<file path="src/rtl/wshb_rr_arbiter.sv">
// N-master to 1-slave Wishbone classic round-robin arbiter and mux for the shared SDRAM port.
// Define WSHB_ARB_PREEMPT_EN to enable the MAX_BURST ack quota that preempts a long-holding owner.
module wshb_rr_arbiter #(
  parameter int unsigned N_MASTERS = 3,
  parameter int unsigned AW        = 32,
  parameter int unsigned DW        = 32,
  parameter int unsigned MAX_BURST = 64
) (
  input  logic                        clk,
  input  logic                        rst_n,
  input  logic [N_MASTERS-1:0]        m_cyc,
  input  logic [N_MASTERS-1:0]        m_stb,
  input  logic [N_MASTERS-1:0]        m_we,
  input  logic [N_MASTERS*AW-1:0]     m_adr,
  input  logic [N_MASTERS*DW/8-1:0]   m_sel,
  input  logic [N_MASTERS*DW-1:0]     m_dat_ms,
  output logic [N_MASTERS-1:0]        m_ack,
  output logic [DW-1:0]               m_dat_sm,
  output logic                        s_cyc,
  output logic                        s_stb,
  output logic                        s_we,
  output logic [AW-1:0]               s_adr,
  output logic [DW/8-1:0]             s_sel,
  output logic [DW-1:0]               s_dat_ms,
  input  logic                        s_ack,
  input  logic [DW-1:0]               s_dat_sm,
  output logic [N_MASTERS-1:0]        grant
);

  localparam int unsigned SW = DW / 8;
  localparam int unsigned OW = $clog2(N_MASTERS);

  // Reject unsupported configurations at elaboration.
  if (N_MASTERS < 2 || N_MASTERS > 8 || MAX_BURST < 1) begin : g_bad_cfg
    $error("wshb_rr_arbiter: unsupported parameter set");
  end

  typedef enum logic [1:0] {ST_IDLE, ST_BUSY, ST_HANDOVER} state_t;

  state_t               r_state, w_state_nxt;
  logic [OW-1:0]        r_owner, w_owner_nxt;
  logic [OW-1:0]        r_last_owner, w_last_owner_nxt;
  logic [N_MASTERS-1:0] r_grant, w_grant_nxt;
  logic                 w_arb_valid;
  logic [OW-1:0]        w_arb_idx;
  logic                 w_own_cyc;
  logic                 w_preempt;

  // Round-robin pick: first requester after last_owner, wrapping modulo N_MASTERS.
  always_comb begin
    logic [OW-1:0] v_idx;
    v_idx       = '0;
    w_arb_valid = 1'b0;
    w_arb_idx   = '0;
    for (int unsigned k = N_MASTERS; k >= 1; k--) begin
      v_idx = OW'((32'(r_last_owner) + k) % N_MASTERS);
      if (m_cyc[v_idx]) begin
        w_arb_valid = 1'b1;
        w_arb_idx   = v_idx;
      end
    end
  end

  // Grant is one-hot only in BUSY, so masking with it both selects and gates the owner.
  assign w_own_cyc = |(m_cyc & r_grant);
  assign s_cyc     = w_own_cyc;
  assign s_stb     = w_own_cyc & (|(m_stb & r_grant));
  assign m_ack     = r_grant & {N_MASTERS{s_ack}};
  assign m_dat_sm  = s_dat_sm;
  assign grant     = r_grant;

  always_comb begin
    s_we     = 1'b0;
    s_adr    = '0;
    s_sel    = '0;
    s_dat_ms = '0;
    for (int unsigned i = 0; i < N_MASTERS; i++) begin
      if (r_grant[i]) begin
        s_we     = m_we[i];
        s_adr    = m_adr[i*AW +: AW];
        s_sel    = m_sel[i*SW +: SW];
        s_dat_ms = m_dat_ms[i*DW +: DW];
      end
    end
  end

`ifdef WSHB_ARB_PREEMPT_EN
  localparam int unsigned CW = $clog2(MAX_BURST + 1);

  logic [CW-1:0] r_burst_cnt, w_burst_nxt;

  // Acks taken by the current owner, saturating; cleared whenever the bus is not owned.
  always_comb begin
    w_burst_nxt = r_burst_cnt;
    if (r_state != ST_BUSY) begin
      w_burst_nxt = '0;
    end else if (s_ack && (r_burst_cnt != CW'(MAX_BURST))) begin
      w_burst_nxt = r_burst_cnt + CW'(1);
    end
  end

  assign w_preempt = w_own_cyc && s_ack && (r_burst_cnt >= CW'(MAX_BURST - 1))
                     && (|(m_cyc & ~r_grant));

  always_ff @(posedge clk or negedge rst_n) begin
    if (!rst_n) r_burst_cnt <= '0;
    else        r_burst_cnt <= w_burst_nxt;
  end
`else
  assign w_preempt = 1'b0;
`endif

  always_comb begin
    w_state_nxt      = r_state;
    w_owner_nxt      = r_owner;
    w_last_owner_nxt = r_last_owner;
    w_grant_nxt      = r_grant;
    case (r_state)
      ST_IDLE, ST_HANDOVER: begin
        w_state_nxt = ST_IDLE;
        w_grant_nxt = '0;
        if (w_arb_valid) begin
          w_state_nxt = ST_BUSY;
          w_owner_nxt = w_arb_idx;
          w_grant_nxt = N_MASTERS'(1) << w_arb_idx;
        end
      end
      ST_BUSY: begin
        if (!w_own_cyc || w_preempt) begin
          w_state_nxt      = ST_HANDOVER;
          w_grant_nxt      = '0;
          w_last_owner_nxt = r_owner;
        end
      end
      default: begin
        w_state_nxt = ST_IDLE;
        w_grant_nxt = '0;
      end
    endcase
  end

  always_ff @(posedge clk or negedge rst_n) begin
    if (!rst_n) begin
      r_state      <= ST_IDLE;
      r_owner      <= '0;
      r_last_owner <= OW'(N_MASTERS - 1);
      r_grant      <= '0;
    end else begin
      r_state      <= w_state_nxt;
      r_owner      <= w_owner_nxt;
      r_last_owner <= w_last_owner_nxt;
      r_grant      <= w_grant_nxt;
    end
  end

endmodule

</file>
<file path="config.mk">
export PLATFORM = sky130hd
export DESIGN_NAME = wshb_rr_arbiter
export DESIGN_NICKNAME = d
export VERILOG_FILES = /design/src/rtl/wshb_rr_arbiter.sv
export SDC_FILE = /design/constraint.sdc
export NUM_CORES = 1
export LEC_CHECK = 0
export BUFFER_PORTS_ARGS = -buffer_cell sky130_fd_sc_hd__buf_2
export CAP_MARGIN = 20
export CORE_AREA = 4 4 137 139
export DETAILED_ROUTE_END_ITERATION = 10
export DIE_AREA = 0 0 141 143
export PLACE_DENSITY = 0.43
export SYNTH_ARGS = -nofsm -noshare
export SYNTH_HDL_FRONTEND = slang
export SYNTH_SLANG_ARGS = --single-unit
</file>
<file path="constraint.sdc">
create_clock -name clk -period 5.2 [get_ports clk]
set_input_delay 1.04 -clock clk [delete_from_list [all_inputs] [get_ports clk]]
set_output_delay 1.04 -clock clk [all_outputs]
set_load 0.02 [all_outputs]
</file>
# Word level (Yosys, flattened, before mapping)
# Cells that the tools add are included.
# classes
addsub	3
n_div	3
n_lt_le_gt_ge	3
eq_ne	3
n_shift	1
n_mux	30
n_bitwise	5
n_reduce_logical	6
# op_table
cell	n
$mux W32	6
$mod A32 B2 Y32 const B	3
$mux W4	3
$mux W1	10
$and A3 B3 Y3	3
$lt A2 B3 Y1 const B	3
$mux W2	4
$add A2 B2 Y3 const B	2
$bmux W1 S2	3
$mux W3	2
$pmux W3 S2	1
$reduce_or A3 Y1	2
$pmux W2 S2	1
$reduce_and A2 Y1	2
$add A2 B1 Y3 const B	1
$shl A1 B2 Y3 const A	1
$eq A2 B1 Y1 const B	1
$eq A2 B2 Y1 const B	1
$logic_not A2 Y1	1
$ne A2 B2 Y1 const B	1
$reduce_or A2 Y1	1
$and A1 B1 Y1	1
$not A1 Y1	1
# word_totals
ff_bits	9
in_bits	248
output_inout_bits	109
word_cells	58

# Logic depth before layout (Yosys ltp)
# Gate-level depths: netlist (run 1).
# logic_depth
ltp_word	10
ltp_mapped	7
ltp_nobuf	6

# Least setup slack after synthesis (run 1)
# Ideal clock, no wire load.
# synth_timing
kind	input -> output
startpoint	in m_adr[30]
endpoint	out s_adr[30]
arrival_time_ps	1693
t_required_ps	4160
path_slack_ps	2467
cell_stages	4
n_path_buf	0
path_cell_list	nand2_1 > nor2_1 > a21oi_1 > o21ai_0
# synth_via
elab_chain_len	3
# synth_lines
element	line	source
from (decl)	14	input logic [N_MASTERS*AW-1:0] m_adr,
$mux W32 (3 in series)	78	if (r_grant[i]) begin
to (decl)	22	output logic [AW-1:0] s_adr,
# No other way between the ends.

# Final worst setup path (run 1)
# layout_timing
startpoint	reg r_grant[1] (netlist: grant[1])
endpoint	out s_adr[18]
# layout_via
elab_chain_len	2
# layout_lines
element	line	source
from (decl)	43	logic [N_MASTERS-1:0] r_grant, w_grant_nxt;
from (signal assigned)	152	r_grant <= w_grant_nxt;
$mux W32 (2 in series)	78	
# No other way between the ends.

==> run metrics, run 1 <==
H-tree depth=1; count leader, synth=nand2_1; pwr dens=507 nW/µm²; # rows=49; Yosys top cell by area=a22oi_1; kind of start point of the critical path=flop; initial antenna violation count=0; TritonCTS Buffers=3; Fillers=2045; vias=3366; Starting Density=0.121; DRC Markers=0; DRT Pass-1 Iters=7; number of flops mapped to enable cells by yosys=0; die footprint=20200 µm²; vias in the first global route=3093; Highest Clock Rate=0.295 GHz; sequential cell area fraction in the yosys report=0.106; NumNets Final=828; worst vdd ir=245 µV; PostCTS Resize Cnt=0; fin crit share=0.653; Die X=141 µm; Synth Instances=342; Crit Path Max Fanout=40; Final HPWL DP=8940 µm; final setup TNS=0 ps; final WL=10900 µm; number of I/O pins=357; antenna-violating nets left=0; ys async rst share=1.00; syn_nets=593; drt wl/cell=13.6 µm; synth cell count leaders=nand2_1, o21ai_0, a22oi_1; met1 Use GR=0.101; ys flop type=dfrtp_1; core area=17700 µm²; Sink Count=9; first-pass GRT wire length=15300 µm; post-synth top area share=0.238; vias per cell=4.18; layout cell share with drive strength beyond 1=0.531; # diodes=0; Port Buffers=292; Worst Path Required=4160 ps; TritonCTS clock tree=built; starting DRC count in detailed routing=145; synth top area cells=a22oi_1, o21ai_0, nand2_1, buf_4, dfrtp_1; met3 Use GR=0.0228; Clock transition at path regs=40 ps; P&R area growth vs syn=69.9%; final setup fails=0; Clock Tree Buf Depth=2; Cell Area, Synth=2140 µm²; outcome=finished, final reports clean; Overflow after GRT=0; reg2reg start=r_last_owner[1]; largest net degree at the start of global routing=84; Synth Register Bits=9; CP endpoint kind=output pin; setup bufs post-CTS=0; die height=143 µm; GRT Overall Usage=0.0921; GR Util met2=0.175; worst-margin pin slew=774 ps; min-delay src=r_owner[1]; crit path from=grant[1]; Leakage Power=0.00184 µW; gr busiest metal=met2; Worst Hold Class=flop to flop; worst skew pair latency=230 ps; RSZ-0062 raised after global routing=false; Max-Cap Viols=0; yosys warns=0; Slew Viols, Final=0; WP data arrival=2350 ps; Finished Layout Cells=805; multi-input logic area=1510 µm²; syn avg cell area=6.26 µm²; min Tclk post-route=3390 ps; WS Path Type=flop to output pin; register area=231 µm²; CTS root buf=clkbuf_16; Rel. slew slack=0.484; CTS hold repair buffers=0; Final Hold Vio Count=0; Unique masters post-synth=37; routability cong.=0.727; clk_skew=0.349 ps; Cell Count Post-Placement=801
power by group:
group	internal (µW)	switching, µW
clock	102	32.6
sequential	103	119
combinational	538	948
total	744	1100
cell usage in the layout, fill, tap and decap left out, drive strengths merged, types with 2 or more instances in the layout:
master  instances
a22oi          68
nor2b           2
nand2          78
and2            3
buf           295
nor2            3
dfrtp           8
o21ai          75
ha              3
a222oi          2
a21oi           3
a21o            2
or2             2
mux2i           2
nand2b          3
clkbuf          4
inv             7
and2b           2
final timing paths:
| check | endpoint | slack, ps | cells past startpoint |
|---|---|---|---|
| worst max-delay path | s_adr[18] | 1810 | 5 |
| worst min-delay path | r_last_owner[1] | 480 | 2 |
| worst max register to register | r_state[0] | 3140 | 6 |
| worst min register to register | r_last_owner[1] | 480 | 2 |
| max in group asynchronous | r_last_owner[1] | 4300 | 1 |
| min in group asynchronous | r_owner[1] | 660 | 1 |
cells by family (layout without fill, tap and decap cells):
group / after synthesis / count (layout) / share of synthesized area
AOI/OAI and AO/OA: 156 / 156 / 0.471
and+or+nand+nor: 99 / 99 / 0.197
buffers and inverters: 72 / 306 / 0.194
DFF: 9 / 9 / 0.106
adders and majority gates: 3 / 3 / 0.0175
muxes: 3 / 3 / 0.0146
through the flow:
step	hold slack (ps)	setup slack (ps)	util	cell area, µm²	power [µW]
global route	499	1610	0.206	3640	2010
detailed placement	483	2020	0.202	3560	1730
global placement	483	2030	0.202	3560	1740
CTS	488	1760	0.206	3640	1870
floorplan	464	2470	-	2140	1230
finish	485	1810	0.206	3640	1840
cell type report:
type | instances | area share
Multi-Input combinational cell | 261 | 0.414
Tap cell | 229 | 0.0787
Clock buffer | 4 | 0.0217
Sequential cell | 9 | 0.0636
Inverter | 7 | 0.00722
Timing Repair Buffer | 295 | 0.415
state kept, by name, summed over array words and instances, names as in the netlist:
signal,cells
grant,3
r_owner,2
r_last_owner,2
r_state,2
worst max-delay path, stage by stage, from the launching register on:
cell and delay [ps]:
dfrtp_2 630, nor2b_4 680, buf_12 280, a22oi_1 90, o21ai_0 200, buf_2 200
layer usage:
metal,share of wire,wire length (µm),vias to the layer above
li1,-,-,1678
met3,0.10,1090,22
met2,0.51,5540,203
met4,0.025,278,0
met5,0,0,-
met1,0.37,4000,1463
(Power assumes the default switching activity.)
==> run 2: changes to the inputs <==
CORE_AREA = 4 4 135 137   (was 4 4 137 139)
DIE_AREA = 0 0 139 141   (was 0 0 141 143)
PLACE_DENSITY = 0.45   (was 0.43)
clock period = 3.1 ns   (was 5.2 ns; I/O delays follow)
==> run 2 against run 1 <==
Effect of this change: clock skew barely moved; total power increased by 68%; setup slack worse by 1100 ps; cell area increased by 0.48%; hold slack worse by 250 ps; first-iteration DRC count grew 15%; combinational power grew 73%; die area fell by 2.8%; global-route usage rose by 0.69 points; critical path depth stayed put; utilization increased by 0.83 points; via count decreased by 0.77%.
==> run metrics, run 2 (synthesized netlist as in run 1, its figures left out) <==
outcome=finished, final reports clean (unchanged); Fillers=1964 (was 2045); CP endpoint kind=output pin (unchanged); Highest Clock Rate=0.414 GHz; drt wl/cell=13.7 µm (was 13.6 µm); pwr dens=848 nW/µm² (was 507 nW/µm²); Starting Density=0.126 (was 0.121); Clock transition at path regs=40 ps (about the same); worst-margin pin slew=561 ps (was 774 ps); Sink Count=9 (unchanged); Overflow after GRT=0 (unchanged); Max-Cap Viols=0 (unchanged); vias=3340 (was 3366); Crit Path Max Fanout=41 (was 40); P&R area growth vs syn=70.7% (was 69.9%); # rows=48 (was 49); Leakage Power=0.00186 µW (was 0.00184 µW); WP data arrival=1800 ps (was 2350 ps); worst vdd ir=292 µV (was 245 µV); starting DRC count in detailed routing=167 (was 145); die footprint=19600 µm² (was 20200 µm²); worst skew pair latency=230 ps (about the same); vias per cell=4.15 (was 4.18); final WL=11000 µm (was 10900 µm); first-pass GRT wire length=16100 µm (was 15300 µm); Rel. slew slack=0.626 (was 0.484); Finished Layout Cells=804 (was 805); core area=17100 µm² (was 17700 µm²); Final HPWL DP=9100 µm (was 8940 µm); Post-Place Worst Slack=900 ps (was 2020 ps); vias in the first global route=3221 (was 3093); DRC Markers=0 (unchanged); layout cell share with drive strength beyond 1=0.534 (was 0.531); multi-input logic area=1510 µm² (unchanged); # diodes=0 (unchanged); largest net degree at the start of global routing=86 (was 84); antenna-violating nets left=0 (unchanged); Worst Path Required=2480 ps (was 4160 ps); DRT Pass-1 Iters=4 (was 7); Cell Count Post-Placement=800 (was 801); final setup margin=683 ps (was 1810 ps); WS Path Type=flop to output pin (unchanged); most frequent cells in the layout=buf_2, nand2_1, o21ai_0 (unchanged); final setup TNS=0 ps (unchanged); routability cong.=0.749 (was 0.727); CTS root buf=clkbuf_16 (unchanged); initial antenna violation count=0 (unchanged); Port Buffers=292 (unchanged); Worst Hold Class=input pin to async pin (was flop to flop); Final Hold Vio Count=0 (unchanged); CTS hold repair buffers=0 (unchanged); H-tree depth=1 (unchanged); register area=231 µm² (unchanged); kind of start point of the critical path=flop (unchanged); max FFs per register=3 (unchanged); final setup fails=0 (unchanged); GRT Overall Usage=0.0990 (was 0.0921); commonest non-fill, non-tap cell in the layout=buf_2 (unchanged); clk_skew=0.356 ps (was 0.349 ps); PostCTS Resize Cnt=0 (unchanged); RSZ-0062 raised after global routing=false (unchanged); NumNets Final=831 (was 828); fin crit share=0.780; Clock Tree Buf Depth=2 (unchanged); Die X=139 µm (was 141 µm); number of I/O pins=357 (unchanged); Slew Viols, Final=0 (unchanged); setup bufs post-CTS=0 (unchanged); TritonCTS clock tree=built (unchanged); die height=141 µm (was 143 µm); min Tclk post-route=2420 ps; TritonCTS Buffers=3 (unchanged)
==> run 2: path summary, 6_finish.rpt <==
check,from,to,slack [ps],cells after the start
setup / recovery,grant[1],s_dat_ms[26],680,5
hold / removal,rst_n,r_state[1],230,1
setup reg to reg,r_last_owner[1],r_state[0],1070,6
hold reg to reg,r_last_owner[1],r_last_owner[1],490,2
max in group asynchronous,rst_n,r_last_owner[1],2620,1
min in group clk,r_last_owner[1],r_last_owner[1],490,2
==> run 2: metrics by stage <==
| stage | hold WS (ps) | cell area, µm² | utilization | total power (µW) |
|---|---|---|---|---|
| floorplan | 324 | 2140 | - | 2060 |
| global placement | 482 | 3580 | 0.210 | 2940 |
| detailed placement | 486 | 3580 | 0.210 | 2900 |
| CTS | 239 | 3660 | 0.214 | 3140 |
| global route | 251 | 3660 | 0.214 | 3390 |
| finish | 233 | 3660 | 0.214 | 3100 |
==> run 2: critical path, stage by stage, from the launching register on <==
cell and delay (ps):
dfrtp_2 420, nor2b_4 140, buf_4 400, a22oi_1 140, o21ai_0 210, buf_2 210
==> run 2: power breakdown <==
part,internal [µW],leakage [µW],switching [µW]
Clock,171,0.0000382,51.2
Sequential,175,0.000110,121
Combinational,919,0.00171,1670
Total,1270,0.00186,1840
==> run 2: area by class of cell <==
type,instances,area share
timing repair buffer,298,0.419
tap,225,0.0770
clock buffer,4,0.0216
multi-input combinational,261,0.412
inverter,7,0.00718
sequential,9,0.0633
==> run 2: routing by layer <==
metal / track usage / vias up / part of all wire
li1: - / 1684 / -
met1: 0.114 / 1439 / 0.39
met2: 0.179 / 195 / 0.49
met3: 0.0278 / 22 / 0.098
met4: 0.0278 / 0 / 0.026
met5: 0 / - / 0
